File: src/rtl/onehot_slot_alloc_pkg.sv
// Shared types and helpers for the slot allocator and the last-one finder users.
// Sizing limit: helpers operate on masks up to MAX_W bits.
package onehot_slot_alloc_pkg;

    localparam int SLOT_W = 8;
    localparam int MAX_W  = 64;

    typedef logic [SLOT_W-1:0] slot_mask_t;

    function automatic int unsigned popcount(input logic [MAX_W-1:0] v);
        int unsigned cnt;
        cnt = 0;
        for (int i = 0; i < MAX_W; i++)
            cnt = cnt + 32'(v[i]);
        return cnt;
    endfunction

    // Index of a one-hot vector; all-zero input yields 0.
    function automatic int unsigned oh2idx(input logic [MAX_W-1:0] oh);
        int unsigned idx;
        idx = 0;
        for (int i = 0; i < MAX_W; i++)
            if (oh[i]) idx = idx | 32'(i);
        return idx;
    endfunction

endpackage

File: src/rtl/onehot_slot_alloc_find_first0.sv
// Combinational lowest-zero finder: one-hot of the lowest clear bit, zero if all set.
module find_first0 #(
    parameter int WIDTH = 8
) (
    input  logic [WIDTH-1:0] i_vec,
    output logic [WIDTH-1:0] o_oh
);

    logic w_run;

    // w_run stays high while every lower bit is set.
    always_comb begin
        o_oh  = '0;
        w_run = 1'b1;
        for (int i = 0; i < WIDTH; i++) begin
            o_oh[i] = w_run & ~i_vec[i];
            w_run   = w_run & i_vec[i];
        end
    end

endmodule

File: src/rtl/onehot_slot_alloc.sv
// Registered lowest-free slot allocator with release-by-mask.
// Define ALLOC_FREE_BYPASS_EN to let a full pool grant a slot released in the same cycle.
module onehot_slot_alloc
    import onehot_slot_alloc_pkg::*;
#(
    parameter int WIDTH = SLOT_W,
    parameter int IDXW  = $clog2(WIDTH)
) (
    input  logic             clock,
    input  logic             reset,
    input  logic             flush,
    input  logic             alloc_valid,
    output logic             alloc_ready,
    output logic [WIDTH-1:0] alloc_oh,
    output logic [IDXW-1:0]  alloc_idx,
    input  logic             free_valid,
    input  logic [WIDTH-1:0] free_mask,
    output logic [WIDTH-1:0] busy_mask,
    output logic [IDXW:0]    free_count,
    output logic             full,
    output logic             empty
);

    localparam logic [IDXW:0] CNT_ALL = (IDXW+1)'(WIDTH);

    logic [WIDTH-1:0] r_busy;
    logic [IDXW:0]    r_free_count;

    logic             w_full;
    logic             w_open;
    logic             w_fire;
    logic [WIDTH-1:0] w_rel;
    logic [WIDTH-1:0] w_first0;
    logic [WIDTH-1:0] w_grant;
    logic [IDXW:0]    w_rel_cnt;

    assign w_full = &r_busy;
    assign w_open = ~flush & ~reset;
    // Only busy slots count as released; stray bits are dropped here.
    assign w_rel  = free_mask & r_busy & {WIDTH{free_valid}};

    find_first0 #(.WIDTH(WIDTH)) u_first0 (
        .i_vec (r_busy),
        .o_oh  (w_first0)
    );

`ifdef ALLOC_FREE_BYPASS_EN
    logic [WIDTH-1:0] w_byp_oh;
    logic             w_byp;

    find_first0 #(.WIDTH(WIDTH)) u_byp_first0 (
        .i_vec (~(free_mask & r_busy)),
        .o_oh  (w_byp_oh)
    );

    assign w_byp       = w_full & free_valid & (|(free_mask & r_busy));
    assign alloc_ready = (~w_full | w_byp) & w_open;
    assign w_grant     = w_full ? w_byp_oh : w_first0;
`else
    assign alloc_ready = ~w_full & w_open;
    assign w_grant     = w_first0;
`endif

    assign alloc_oh  = alloc_ready ? w_grant : '0;
    assign alloc_idx = IDXW'(oh2idx(MAX_W'(alloc_oh)));
    assign w_fire    = alloc_valid & alloc_ready;
    assign w_rel_cnt = (IDXW+1)'(popcount(MAX_W'(w_rel)));

    // A bypassed slot is cleared by w_rel and re-set by the grant: net busy.
    always_ff @(posedge clock or posedge reset) begin
        if (reset) begin
            r_busy       <= '0;
            r_free_count <= CNT_ALL;
        end else if (flush) begin
            r_busy       <= '0;
            r_free_count <= CNT_ALL;
        end else begin
            r_busy       <= (r_busy & ~w_rel) | (w_fire ? alloc_oh : '0);
            r_free_count <= r_free_count + w_rel_cnt - {{IDXW{1'b0}}, w_fire};
        end
    end

    assign busy_mask  = r_busy;
    assign free_count = r_free_count;
    assign full       = w_full;
    assign empty      = ~|r_busy;

endmodule
File: config.mk
export PLATFORM = sky130hd
export DESIGN_NAME = onehot_slot_alloc
export DESIGN_NICKNAME = d
export VERILOG_FILES = /design/src/rtl/onehot_slot_alloc_pkg.sv /design/src/rtl/onehot_slot_alloc_find_first0.sv /design/src/rtl/onehot_slot_alloc.sv
export SDC_FILE = /design/constraint.sdc
export NUM_CORES = 1
export LEC_CHECK = 0
export BUFFER_PORTS_ARGS = -buffer_cell sky130_fd_sc_hd__buf_2
export CORE_MARGIN = 2
export CORE_UTILIZATION = 44
export DETAILED_ROUTE_END_ITERATION = 10
export HOLD_SLACK_MARGIN = 0.05
export MAX_ROUTING_LAYER = met4
export PLACE_DENSITY_LB_ADDON = 0.12
export SETUP_SLACK_MARGIN = 0.15
export SLEW_MARGIN = 10
export SYNTH_ARGS = -nofsm -noshare
export SYNTH_HDL_FRONTEND = slang
export SYNTH_SLANG_ARGS = --single-unit
File: constraint.sdc
create_clock -name clock -period 3.9 [get_ports clock]
set_input_delay 0.585 -clock clock [delete_from_list [all_inputs] [get_ports clock]]
set_output_delay 0.585 -clock clock [all_outputs]
set_load 0.03 [all_outputs]
==> results_dict.tcl <==
set metrics [dict create \
    p_sw_uw 132.7 \
    peakVddDrop_mv 0.2103 \
    p_leak_nw 0.7103 \
    h-tree-depth 1 \
    areaGrowthSynthToFinish_pct 21.41 \
    hold_viol 0 \
    r2r_cells 9 \
    use_met1_pct 26.34 \
    criticalPathCategory "reg -> reg" \
    drv_cap 0 \
    io_buffers 38 \
    synthesis.nets 151 \
    grt_use_total_pct 20.82 \
    drt_iter0_markers 33 \
    slew_violations 0 \
    row_count 18 \
    die_w_um 54.51 \
    die-area_mm2 0.002971 \
    post_cts_resized 0 \
    met2_usage_pct 31.93 \
    grt.overflow.total 0 \
    routed_wirelength_um 2708 \
    rsz0062_at_grt "false" \
    syn_area_mm2 0.001122 \
    min_period_ns 3.546 \
    totalPowerFinal_uw 381.7 \
    clk_pin_slew_ns 0.08 \
    p_clk_share_pct 26.4 \
    cts_tree "built" \
    final_nets 191 \
    vias 1026 \
    synthTopCellsByArea "dfrtp_1 25%, fa_1 11%, ha_1 6.7%" \
    hold_path.class "in -> async" \
    ys_types 36 \
    numCtsBuffers 3 \
    skew_ns 0.004950 \
    finalCritPeriodShare_pct 90.93 \
    diodes 0 \
    yosysTopAreaCell "dfrtp_1" \
    drc_errors 0 \
    avgSynthCellArea_um2 8.907 \
    timing.critical_path.arrival_ns 3.71 \
    setup_violations 0 \
    postSynth.asyncResetShare_pct 100.0 \
    fmax_ghz 0.2820 \
    clk_latency_ns 0.28 \
    gr-usage-met3_pct 3.279 \
    grt_busiest_layer "met2" \
    cp-end-kind "register" \
    combPwrFrac_pct 35.8 \
    core_mm2 0.002455 \
    ys_ff_latch 12 \
    setup_tns_ns 0 \
    status "complete, no violations" \
    grt_pass1_wl_um 4084 \
    die_y_um 54.51 \
    synth.most_common_cell "nand2_1" \
    r2r-end "free_count[2]$_DFF_PP0_" \
    sw_frac_of_total_pct 34.76 \
    p_int_uw 249.0 \
    place_congestion 0.7779 \
    ioPinCount 39 \
    place_hpwl_um 2207 \
    power_density_mw_per_mm2 280.1 \
    clock_sinks 12 \
    dr.pass1.iters 4 \
    post_cts_buffers 0 \
    seq_area_frac_synth_pct 26.87 \
    required_ns 4.07 \
    synth_edf_count 0 \
    cts_hold_buf 0 \
    yosys_warnings 0 \
    cts_root_buffer "clkbuf_4" \
    tightest_slew_ns 0.4677 \
    grt_max_degree 18 \
    antenna_left 0 \
    ys.flop_type "dfrtp_1" \
    cp-start-kind "register" \
    wl_per_cell_um 13.89 \
    start_util_pct 45.72 \
    synth_common_cells "15 x nand2_1, 13 x inv_1, 11 x dfrtp_1, 11 x nor2_1, 8 x nand3_1" \
    drive_above_1_share_pct 33.94 \
    antenna_found_initial 0 \
    via_per_inst 5.262 \
    synth_top_area_share_pct 24.53 \
    syn_inst 126 \
    r2r_start "busy_mask[2]$_DFF_PP0_" \
    seqPwrFrac_pct 37.8 \
    relSlewSlack_pct 68.79 \
    clock_path_buffers 2 \
    grt_pass1_vias 891 \
    reg2reg_slack_ns 0.35 \
    worstPathMaxFanout 11 \
]
[sequential cells by signal, summed over array words and instances, names as in the netlist]
| signal | flops |
|---|---|
| busy_mask | 8 |
| free_count | 4 |
[per-stage QoR]
step	hold WS, ns	instances	utilization [%]	instance area, um^2	worst slack, ns
final	0.3845	195	55.50	1363	0.3536
after global routing	0.4314	195	55.50	1363	0.2415
after CTS	0.3998	195	55.50	1363	0.3364
after detailed placement	0.5739	191	54.03	1326	0.1677
after global placement	0.5574	191	54.03	1326	0.2529
after floorplan	0.4490	126	-	1130	0.2162
[layout make-up]
type                       instances  area (um^2)
inverter                          13        48.80
sequential                        12        301.5
clock buffer                       4        36.28
multi-input combinational         92        703.2
fill                             251         1092
timing repair buffer              44        235.2
tap                               30        37.54
[per-layer routing]
metal	vias up	share of wire, %
met5	-	0
met4	0	1.9
met3	5	4.9
met2	34	49
met1	485	44
li1	502	-
[worst max-delay path by stage]
stage / from / endpoint / cells after the start
2_1_floorplan: busy_mask[4]$_DFF_PP0_ / free_count[2]$_DFF_PP0_ / 11
3_3_place_gp: free_valid / free_count[2]$_DFF_PP0_ / 10
3_5_place_dp: free_valid / free_count[2]$_DFF_PP0_ / 10
4_1_cts: busy_mask[2]$_DFF_PP0_ / free_count[2]$_DFF_PP0_ / 9
5_1_grt: busy_mask[2]$_DFF_PP0_ / free_count[2]$_DFF_PP0_ / 9
6_report: busy_mask[2]$_DFF_PP0_ / free_count[2]$_DFF_PP0_ / 9
[worst max-delay path, stage by stage, from the launching register on]
cell and delay, ns:
dfrtp_1 0.52, and3_1 0.28, fa_1 0.54, inv_1 0.05, fa_1 0.48, fa_1 0.52
fa_1 0.45, fa_1 0.39, xor2_1 0.16, nor2_1 0.05
[power by group through the flow]
stage	clock, mW	sequential, mW	combinational [mW]
after detailed placement	0	0.147	0.138
after floorplan	0	0.166	0.0833
after global routing	0.110	0.146	0.151
after CTS	0.104	0.145	0.139
final	0.101	0.144	0.137
after global placement	0	0.146	0.136
[cell usage in the layout, fill, tap and decap left out, types with 4 or more instances in the layout]
cell	count
buf_2	38
nand2_1	15
inv_1	13
dfrtp_1	11
nor2_1	10
nand3_1	8
a21oi_1	7
fa_1	6
ha_1	6
buf_4	6
and3_1	4
nand3b_1	4
[logic make-up (layout without fill, tap and decap cells)]
logic type	after synthesis	in the layout	share of synthesized area [%]
flops	12	12	26.87
buf+inv	22	61	11.15
fa+ha+maj	12	12	17.39
xor+xnor	4	4	3.122
compound gates	12	12	6.801
mux	2	2	1.784
simple gates	62	62	32.89
(Power assumes the default switching activity.)
